<file path="src/rtl/tnn_pkg.sv">
// Shared types and helpers for the ternary-neuron popcount accumulator.
package tnn_pkg;

    typedef enum logic {
        S_ACC,
        S_OUT
    } state_e;

    // Width needed to hold a count of 0..w.
    function automatic int unsigned cnt_w(input int unsigned w);
        return $clog2(w + 1);
    endfunction

    // Signed difference of two unsigned counts; callers truncate to the accumulator width.
    function automatic logic signed [31:0] cnt_delta(input logic [31:0] p, input logic [31:0] n);
        return $signed(p) - $signed(n);
    endfunction

endpackage

</file>
<file path="src/rtl/tnn_popcount_w.sv">
// Combinational popcount of a WIDTH-bit vector.
// With POPCOUNT_APPROX_EN defined, bit 0 is ignored (approximate-popcount library match).
module tnn_popcount_w
    import tnn_pkg::*;
#(
    parameter int unsigned WIDTH = 8
) (
    input  logic [WIDTH-1:0]          bits,
    output logic [cnt_w(WIDTH)-1:0]   cnt
);

    localparam int unsigned CW = cnt_w(WIDTH);

`ifdef POPCOUNT_APPROX_EN
    localparam logic [WIDTH-1:0] EXCL_MASK = WIDTH'(1);
`else
    localparam logic [WIDTH-1:0] EXCL_MASK = '0;
`endif

    logic [WIDTH-1:0] counted;
    assign counted = bits & ~EXCL_MASK;

    always_comb begin
        cnt = '0;
        for (int i = 0; i < int'(WIDTH); i++) begin
            cnt = cnt + CW'(counted[i]);
        end
    end

endmodule

</file>
<file path="src/rtl/tnn_popcount_accum.sv">
// Multi-beat ternary-neuron accumulator with valid/ready in and out.
// Build option: POPCOUNT_APPROX_EN selects the approximate per-beat popcount.
module tnn_popcount_accum
    import tnn_pkg::*;
#(
    parameter int unsigned WIDTH     = 8,
    parameter int unsigned MAX_BEATS = 16,
    parameter int unsigned ACC_W     = $clog2(WIDTH * MAX_BEATS + 1) + 1
) (
    input  logic                    clk,
    input  logic                    rst_n,
    input  logic                    in_valid,
    output logic                    in_ready,
    input  logic [WIDTH-1:0]        in_pos,
    input  logic [WIDTH-1:0]        in_neg,
    input  logic                    in_last,
    input  logic signed [ACC_W-1:0] thresh,
    output logic                    out_valid,
    input  logic                    out_ready,
    output logic signed [ACC_W-1:0] out_sum,
    output logic                    out_act,
    output logic                    out_ovf
);

    localparam int unsigned CW   = cnt_w(WIDTH);
    localparam int unsigned BC_W = $clog2(MAX_BEATS + 1);

    state_e                  state_q;
    logic signed [ACC_W-1:0] acc_q;
    logic [BC_W-1:0]         beat_cnt_q;

    logic [WIDTH-1:0]        pos_eff, neg_eff;
    logic [CW-1:0]           pos_cnt, neg_cnt;
    logic signed [ACC_W-1:0] delta, sum_next;
    logic                    accept, last_beat;

    // A position set in both vectors carries weight 0.
    assign pos_eff = in_pos & ~in_neg;
    assign neg_eff = in_neg & ~in_pos;

    tnn_popcount_w #(.WIDTH(WIDTH)) u_cnt_pos (
        .bits (pos_eff),
        .cnt  (pos_cnt)
    );

    tnn_popcount_w #(.WIDTH(WIDTH)) u_cnt_neg (
        .bits (neg_eff),
        .cnt  (neg_cnt)
    );

    assign delta     = ACC_W'(cnt_delta(32'(pos_cnt), 32'(neg_cnt)));
    assign sum_next  = acc_q + delta;
    assign in_ready  = (state_q == S_ACC);
    assign accept    = in_valid && in_ready;
    assign last_beat = (beat_cnt_q == BC_W'(MAX_BEATS - 1));

    always_ff @(posedge clk or negedge rst_n) begin
        if (!rst_n) begin
            state_q    <= S_ACC;
            acc_q      <= '0;
            beat_cnt_q <= '0;
            out_valid  <= 1'b0;
            out_sum    <= '0;
            out_act    <= 1'b0;
            out_ovf    <= 1'b0;
        end else begin
            unique case (state_q)
                S_ACC: begin
                    if (accept) begin
                        acc_q      <= sum_next;
                        beat_cnt_q <= beat_cnt_q + 1'b1;
                        if (in_last || last_beat) begin
                            state_q   <= S_OUT;
                            out_valid <= 1'b1;
                            out_sum   <= sum_next;
                            out_act   <= (sum_next >= thresh);
                            // Only reachable without in_last via the beat limit.
                            out_ovf   <= !in_last;
                        end
                    end
                end
                S_OUT: begin
                    if (out_ready) begin
                        state_q    <= S_ACC;
                        out_valid  <= 1'b0;
                        acc_q      <= '0;
                        beat_cnt_q <= '0;
                    end
                end
                default: state_q <= S_ACC;
            endcase
        end
    end

endmodule

</file>
<file path="config.mk">
export PLATFORM = sky130hd
export DESIGN_NAME = tnn_popcount_accum
export DESIGN_NICKNAME = d
export VERILOG_FILES = /design/src/rtl/tnn_pkg.sv /design/src/rtl/tnn_popcount_w.sv /design/src/rtl/tnn_popcount_accum.sv
export SDC_FILE = /design/constraint.sdc
export NUM_CORES = 1
export LEC_CHECK = 0
export ABC_AREA = 1
export CAP_MARGIN = 30
export CORE_MARGIN = 2
export CORE_UTILIZATION = 48
export DETAILED_ROUTE_END_ITERATION = 8
export GPL_TIMING_DRIVEN = 0
export PLACE_DENSITY = 0.76
export SYNTH_ARGS = -nofsm -noshare
export SYNTH_HDL_FRONTEND = slang
export SYNTH_HIERARCHICAL = 1
export SYNTH_SLANG_ARGS = --single-unit
</file>
<file path="constraint.sdc">
create_clock -name clk -period 4.65 [get_ports clk]
set_input_delay 0.465 -clock clk [delete_from_list [all_inputs] [get_ports clk]]
set_output_delay 0.465 -clock clk [all_outputs]
set_load 0.01 [all_outputs]
</file>
* Word level (Yosys, flattened, before mapping)
Cells that the tools add are included.
** Operators by class
- $add $sub $neg :: 17
- Order comparisons :: 1
- Eq/ne operators :: 4
- Multiplexer cells :: 14
- Bitwise gates (word level) :: 5
- Reductions and logical operators :: 6
** Operators with widths (number)
- 4-bit by 1-bit adder with 4-bit output :: 12
- 9-bit two-way mux :: 2
- 9-bit one-hot mux with 2 select lines :: 1
- 8-bit bitwise AND :: 2
- 8-bit NOT :: 2
- 5-bit two-way mux :: 2
- 5-bit one-hot mux with 2 select lines :: 1
- 9-bit by 5-bit adder with 9-bit output :: 1
- 9-bit greater-or-equal comparator :: 1
- 1-bit two-way mux :: 6
- 3-bit AND reduction :: 2
- 5-bit by 1-bit adder with 5-bit output, second input constant :: 1
- 5-bit by 4-bit == test with 1-bit output, second input constant :: 1
- 4-bit by 4-bit subtractor with 5-bit output :: 1
- 1-bit by 1-bit adder with 2-bit output :: 2
- 2-bit by 1-bit inequality test with 1-bit output, second input constant :: 2
- 1-bit one-hot mux with 2 select lines :: 2
- 2-bit inequality test, second input constant :: 1
- 2-bit AND reduction :: 1
- 1-bit logical AND :: 1
- 1-bit logical NOT :: 1
- 1-bit logical OR :: 1
- 1-bit NOT :: 1
** Word-level totals
- Bits in registers :: 27
- Input port bits :: 30
- Logic and storage cells :: 54

* Longest topological paths before layout
Gate-level depths: netlist (run 1).
- Word-level depth :: 13
- Mapped depth :: 34
- Gate-level depth less buffers :: 34

* Hierarchy
Netlist (run 1), hierarchy kept.
** Modules (own cells, without submodules)
- tnn_popcount_accum :: instances 1, cells each 276, area an instance 2042.0 µm², seq. area each 675.6 µm²
- tnn_popcount_w :: instances 2, cells each 29, area an instance 201.4 µm², seq. area each 0.0 µm²

* Least setup slack after synthesis (run 1)
No wires, ideal clock.
- Path type :: input to register
- Start :: input in_neg[0]
- End :: register out_act
- Library setup time :: 118 ps
- Arrival time :: 5287 ps
- Data required time :: 4532 ps
- Slack :: -755 ps
- Stages :: 31
- Path buffers :: 0
- Cells stage by stage :: inv_1 nor2_1 inv_1 fa_1 fa_1 fa_1 inv_1 ha_1 inv_1 fa_1 inv_1 nand2_1 nand2_1 inv_1 ha_1 a21oi_1 nand2_1 xor2_1 ha_1 a21oi_1 nand2_2 a21oi_1 nand3_1 and2_1 ha_1 inv_1 or2_2 a21oi_1 nand4_1 nand3_1 nand2_1
** On the way
- Elaborated cells between the ends (all ways) :: 20
** RTL lines
- from (decl) :: line tnn_popcount_accum.sv:15 : input logic [WIDTH-1:0] in_neg,
- 8-bit bitwise AND :: line tnn_popcount_accum.sv:39 : assign neg_eff = in_neg & ~in_pos;
- named net neg_eff[0] :: line tnn_popcount_accum.sv:32 : logic [WIDTH-1:0] pos_eff, neg_eff;
- 1-bit by 1-bit adder with 2-bit output :: line tnn_popcount_w.sv:26 : cnt = cnt + CW'(counted[i]);
- 4-bit by 1-bit adder with 4-bit output (6 in a row) :: line tnn_popcount_w.sv:26
- named net neg_cnt[2] :: line tnn_popcount_accum.sv:33 : logic [CW-1:0] pos_cnt, neg_cnt;
- 4-bit by 4-bit subtractor with 5-bit output :: line tnn_pkg.sv:16 : return $signed(p) - $signed(n);
- 9-bit by 5-bit adder with 9-bit output :: line tnn_popcount_accum.sv:52 : assign sum_next = acc_q + delta;
- named net sum_next[8] :: line tnn_popcount_accum.sv:34 : logic signed [ACC_W-1:0] delta, sum_next;
- 9-bit greater-or-equal comparator :: line tnn_popcount_accum.sv:76 : out_act <= (sum_next >= thresh);
- to (signal assigned) :: line tnn_popcount_accum.sv:76
- to (decl) :: line tnn_popcount_accum.sv:21 : output logic out_act,
The timed path passes the listed nets, and every way through them passes these cells.
A chain may end at the register's enable or synchronous reset.

* Final worst setup path (run 1)
- Start :: input in_pos[0]
- End :: register out_act
** On the way
- Cells in the longest elaborated chain, start to end :: 12
- Elaborated cells between the ends (all ways) :: 20
** Ends and longest elaborated chain
- from (decl) :: line tnn_popcount_accum.sv:14 : input logic [WIDTH-1:0] in_pos,
- 8-bit NOT :: line tnn_popcount_accum.sv:39
- 8-bit bitwise AND :: line tnn_popcount_accum.sv:39
- named net neg_eff[0] :: line tnn_popcount_accum.sv:32
- 1-bit by 1-bit adder with 2-bit output :: line tnn_popcount_w.sv:26
- 4-bit by 1-bit adder with 4-bit output (6 in a row) :: line tnn_popcount_w.sv:26
- named net neg_cnt[1] :: line tnn_popcount_accum.sv:33
- 4-bit by 4-bit subtractor with 5-bit output :: line tnn_pkg.sv:16
- 9-bit by 5-bit adder with 9-bit output :: line tnn_popcount_accum.sv:52
- named net sum_next[8] :: line tnn_popcount_accum.sv:34
- 9-bit greater-or-equal comparator :: line tnn_popcount_accum.sv:76
The timed path passes the listed nets, and every way through them passes these cells.

==> flow_summary.toml, run 1 <==
[status]
status = "finished with violations"
failed_checks = "setup timing"

[synthesis]
ys.flop_type = "dfrtp_1"
synth_nets = 403
synth.cell_area_sq_mm = 0.002445
synthArstFlopShare_pct = 100.0
synth_cell_types = 29
syn_inst = 334
avgSynthCellArea_sq_um = 7.320
ys_ff_latch = 27
ys_seq_area_share_pct = 27.64
yosys_warnings = 6
synth-edff-count = 0

[cts]
cts_tree = "yes"
cts-root-buf = "clkbuf_8"
holdBufCountCts = 0
clk_pin_slew_ns = 0.10
worstSkewPairLatency_ns = 0.28
clock_sinks = 27
cts.path.max_buffers = 2
ctsHtreeMaxLevel = 1
cts_inserted_buffers = 3

[worst_setup_path]
r2r_start = "acc_q[0]"
crit_type = "in -> reg"
required_ns = 4.83
cp_max_fo = 4
end_kind = "flop"
rrSetupSlack_ns = 2.03
r2r_cells = 16
worstPathArrival_ns = 5.51
slowest_delay_ns = 0.58
startpoint_type = "input port"
crit_top_cell = "inv_2"
crit_slowest_cell = "fa_2"
timing.rr.end = "out_act"

[placement]
pre_cts_ws_ns = -1.694
hpwl_um = 4174
portBuffers = 42
gp_congestion = 0.8532

[die]
placementRows = 25
die_x_um = 75.37
io_pins = 43
core_sq_mm = 0.004817
fp.dieH_um = 75.37
die_area_sq_mm = 0.005681
start_util_pct = 50.75

[global_routing]
grt_usage_pct = 20.84
antenna_found_initial = 0
grt_pass1_wl_um = 9218
grt_pass1_vias = 2220
gr-total-overflow = 0
grt_max_degree = 17

[sta]
clock_skew_ns = 0.003051
period_needed_ns = 5.326
hold_ws_ns = 0.4869
max_freq_mhz = 187.8
slew_headroom_pct = 54.99
finalSetupViolations = 1
post-route-period-util_pct = 114.5
tightest_slew_ns = 0.6731
hold_viol_final = 0
rsz0062_at_grt = "true"
worst_slack_ns = -0.6757
slew_violations = 0

[detailed_routing]
first_iter_violations = 109
vias_per_cell = 4.736
vias = 2169
dr.pass1.iters = 4
routed_wl_um = 5574
ant_nets = 0
post_drt_wl_per_cell_um = 12.17
drc_errors = 0

[cells_and_area]
final_nets = 461
drive_gt1_share_pct = 23.53
antenna_cells = 0
area_delta_synth_final_pct = 36.75
final_common_cell = "nand2_1"
most-common-layout-cells = "75 x nand2_1, 73 x inv_1, 36 x clkdlybuf4s50_1"
post-route-util_pct = 69.40

[min_path]
hold_path_class = "reg -> reg"
min_from = "out_act"
hold_path_end = "out_act"
whs_path_depth = 2

[pwr]
vdd_drop_max_uv = 386.4
leakage_uw = 0.001763
power_density_mw_per_mm2 = 818.7

[job]
drv_cap = 0
-- critical path: cells and delay by family --
| family | cells | cell delay (ns) |
|---|---|---|
| fa+ha+maj | 8 | 3.28 |
| simple gates | 11 | 1.24 |
| buf+inv | 8 | 0.41 |
| compound gates | 1 | 0.10 |
-- what timing repair did --
| action | 4_1_cts | 5_1_grt |
|---|---|---|
| pin swaps | 28 | 35 |
| setup endpoints to repair | 15 | 14 |
| buffers inserted | 6 | 4 |
| resized for setup | 51 | 37 |
-- routing by layer --
| layer | track usage (%) | part of all wire, % | vias to the layer above |
|---|---|---|---|
| met4 | 3.314 | 0.14 | 0 |
| li1 | - | - | 1123 |
| met3 | 2.910 | 2.9 | 2 |
| met5 | 0 | 0 | - |
| met2 | 39.13 | 51 | 42 |
| met1 | 25.78 | 46 | 1002 |
-- cell usage after synthesis, types with 3 or more instances --
cell type | instances | area (sq um)
fa_1 | 10 | 200.2
o21ai_2 | 3 | 26.28
and2_1 | 4 | 25.02
nor2_1 | 24 | 90.09
nand2_1 | 83 | 311.6
ha_1 | 29 | 362.9
nand3b_1 | 4 | 30.03
dfrtp_1 | 27 | 675.7
nand2_2 | 3 | 18.77
o21ai_0 | 11 | 55.05
inv_1 | 87 | 326.6
a21oi_1 | 10 | 50.05
nand3_1 | 18 | 90.09
-- how the worst max path moves through the flow --
stage / startpoint / end / slack (ns) / cells past startpoint
finish: in_pos[0] / out_act / -0.68 / 28
global route: in_pos[3] / out_act / -0.90 / 29
CTS: in_neg[3] / out_act / -0.79 / 32
global placement: in_neg[0] / out_act / -1.57 / 32
detailed placement: in_neg[0] / out_act / -1.69 / 32
floorplan: in_neg[0] / out_act / -0.69 / 28
-- report_power, final --
| group | total [uW] | internal [uW] | switching [uW] | leakage [uW] |
|---|---|---|---|---|
| registers | 403 | 334 | 68.6 | 0.000339 |
| logic | 2200 | 1030 | 1160 | 0.00140 |
| clock network | 139 | 60.3 | 78.7 | 0.0000255 |
| total | 2740 | 1430 | 1310 | 0.00176 |
-- cell type report --
type | instances | area, sq um
Sequential cell | 27 | 675.6
Fill cell | 411 | 1474
Timing Repair Buffer | 53 | 525.5
Buffer | 2 | 18.77
Tap cell | 67 | 83.83
Inverter | 90 | 347.8
Multi-Input combinational cell | 215 | 1645
Clock buffer | 3 | 41.29
Clock inverter | 1 | 5.005
-- per-stage QoR --
stage / instances / power, uW / area, sq um / TNS [ns]
CTS: 454 / 2401 / 3169 / -0.7941
finish: 458 / 2737 / 3343 / -0.6757
global placement: 443 / 1933 / 2968 / -9.046
floorplan: 334 / 1556 / 2464 / -0.6922
detailed placement: 444 / 1992 / 2995 / -10.48
global route: 458 / 3024 / 3343 / -0.9011
-- registers in the layout, summed over array words and instances (netlist names) --
signal / cells
acc_q: 9
beat_cnt_q: 5
out_act: 1
out_ovf: 1
out_sum: 9
out_valid: 1
state_q: 1
-- cell families after synthesis --
group | after synthesis | synth area share [%]
compound gates | 30 | 7.524
xor+xnor | 5 | 2.405
fa+ha+maj | 39 | 23.03
buf+inv | 92 | 14.79
flops | 27 | 27.64
simple gates | 141 | 24.62
No activity file was read; power rests on OpenSTA's default activity.
==> inputs of run 2 (changes only) <==
Settings changed: SKIP_LAST_GASP from default to 1.
==> flow_summary.toml, run 2 (synthesized netlist as in run 1, its figures left out) <==
[cts]
cts_tree = "yes"
clk_pin_slew_ns = 0.10
clock_sinks = 27
cts-root-buf = "clkbuf_8"
cts.path.max_buffers = 2
worstSkewPairLatency_ns = 0.28
ctsHtreeMaxLevel = 1
cts_inserted_buffers = 3

[status]
status = "finished with violations"
failed_checks = "setup timing"

[pwr]
leakage_uw = 0.001759
power_density_mw_per_mm2 = 821.6
vdd_drop_max_uv = 386.4
fin_total_pwr_uw = 2737

[worst_setup_path]
rrSetupSlack_ns = 2.03
timing.rr.end = "out_act"
startpoint_type = "input port"
cp_max_fo = 4
r2r_start = "acc_q[0]"
required_ns = 4.83
crit_type = "in -> reg"
r2r_cells = 16
end_kind = "flop"
worstPathArrival_ns = 5.53

[min_path]
whs_path_depth = 2
min_from = "out_act"
hold_path_end = "out_act"
hold_path_class = "reg -> reg"

[global_routing]
grt_max_degree = 17
grt_usage_pct = 20.84
grt_pass1_vias = 2220
antenna_found_initial = 0
grt_pass1_wl_um = 9218
gr-total-overflow = 0

[cells_and_area]
post-route-util_pct = 69.14
final_common_cell = "nand2_1"
largestRegisters = "acc_q x9, out_sum x9, beat_cnt_q x5"
final_area_sq_mm = 0.003331
area_delta_synth_final_pct = 36.23
drive_gt1_share_pct = 23.27
final_nets = 461
stdcell_count = 458
most-common-layout-cells = "75 x nand2_1, 74 x inv_1, 36 x clkdlybuf4s50_1"
antenna_cells = 0

[placement]
placed_area_sq_mm = 0.002995
hpwl_um = 4174
gp_congestion = 0.8532
dp_cells = 444
portBuffers = 42

[sta]
slew_violations = 0
tightest_slew_ns = 0.6731
finalSetupViolations = 1
fin_setup_tns_ns = -0.6973
post-route-period-util_pct = 115.0
slew_headroom_pct = 54.99
clock_skew_ns = 0.003035
rsz0062_at_grt = "true"
worst_slack_ns = -0.6973
hold_viol_final = 0
period_needed_ns = 5.347
max_freq_mhz = 187.0

[detailed_routing]
drc_errors = 0
dr.pass1.iters = 4
routed_wl_um = 5593
first_iter_violations = 110
post_drt_wl_per_cell_um = 12.21
vias_per_cell = 4.742
ant_nets = 0
vias = 2172

[die]
start_util_pct = 50.75
fp.dieH_um = 75.37
core_sq_mm = 0.004817
io_pins = 43
die_x_um = 75.37
die_area_sq_mm = 0.005681
placementRows = 25

[job]
drv_cap = 0
-- run 2: layout make-up --
cell class,instances,area [sq um]
clock inverter,1,5.005
buffer,2,18.77
timing repair buffer,53,513.0
sequential,27,675.6
clock buffer,3,41.29
inverter,90,347.8
tap,67,83.83
multi-input combinational,215,1645
fill,412,1486
-- run 2: per-stage QoR --
stage | setup slack [ns] | hold WS, ns
floorplan | -0.6922 | 0.1694
CTS | -0.7941 | 0.4824
detailed placement | -1.694 | 0.4661
global route | -0.9203 | 0.5120
finish | -0.6973 | 0.4869
global placement | -1.573 | 0.4630
-- run 2: metal layers --
metal	vias up	part of all wire, %	GRT usage (%)
li1	1123	-	-
met1	1003	46	25.78
met2	42	51	39.13
met3	4	2.8	2.910
met4	0	0.16	3.314
met5	-	0	0
-- run 2: worst max path at each step --
stage | start | end | slack, ns
2_1_floorplan | in_neg[0] | out_act | -0.69
3_3_place_gp | in_neg[0] | out_act | -1.57
3_5_place_dp | in_neg[0] | out_act | -1.69
4_1_cts | in_neg[3] | out_act | -0.79
5_1_grt | in_pos[0] | out_act | -0.92
6_report | in_pos[0] | out_act | -0.70
-- run 2: timing repair --
action | in CTS | in global routing
gates resized for setup | 51 | 34
setup endpoints to repair | 15 | 14
hold buffers | 0 | 0
pin swaps | 28 | 35
setup buffers | 6 | 4
-- run 2: worst max-delay path, cell delays in order --
cell      delay (ns)
buf_2           0.11
nor2_2          0.10
inv_2           0.04
fa_1            0.56
fa_1            0.44
fa_1            0.51
inv_2           0.05
ha_4            0.16
inv_2           0.05
fa_2            0.42
inv_2           0.06
inv_2           0.04
fa_2            0.58
inv_2           0.04
fa_2            0.34
nand3b_1        0.18
nand2_2         0.11
nand2_1         0.07
nand3_1         0.08
nand2_2         0.07
and2_4          0.18
ha_4            0.27
inv_2           0.04
or2_4           0.22
a21oi_2         0.10
nand4_1         0.10
nand3_1         0.08
nand2_1         0.05
-- run 2: report_power, final --
part           switching (uW)  internal, uW
Sequential               68.6           334
Combinational            1160          1030
Clock                    78.7          60.3
Total                    1310          1430
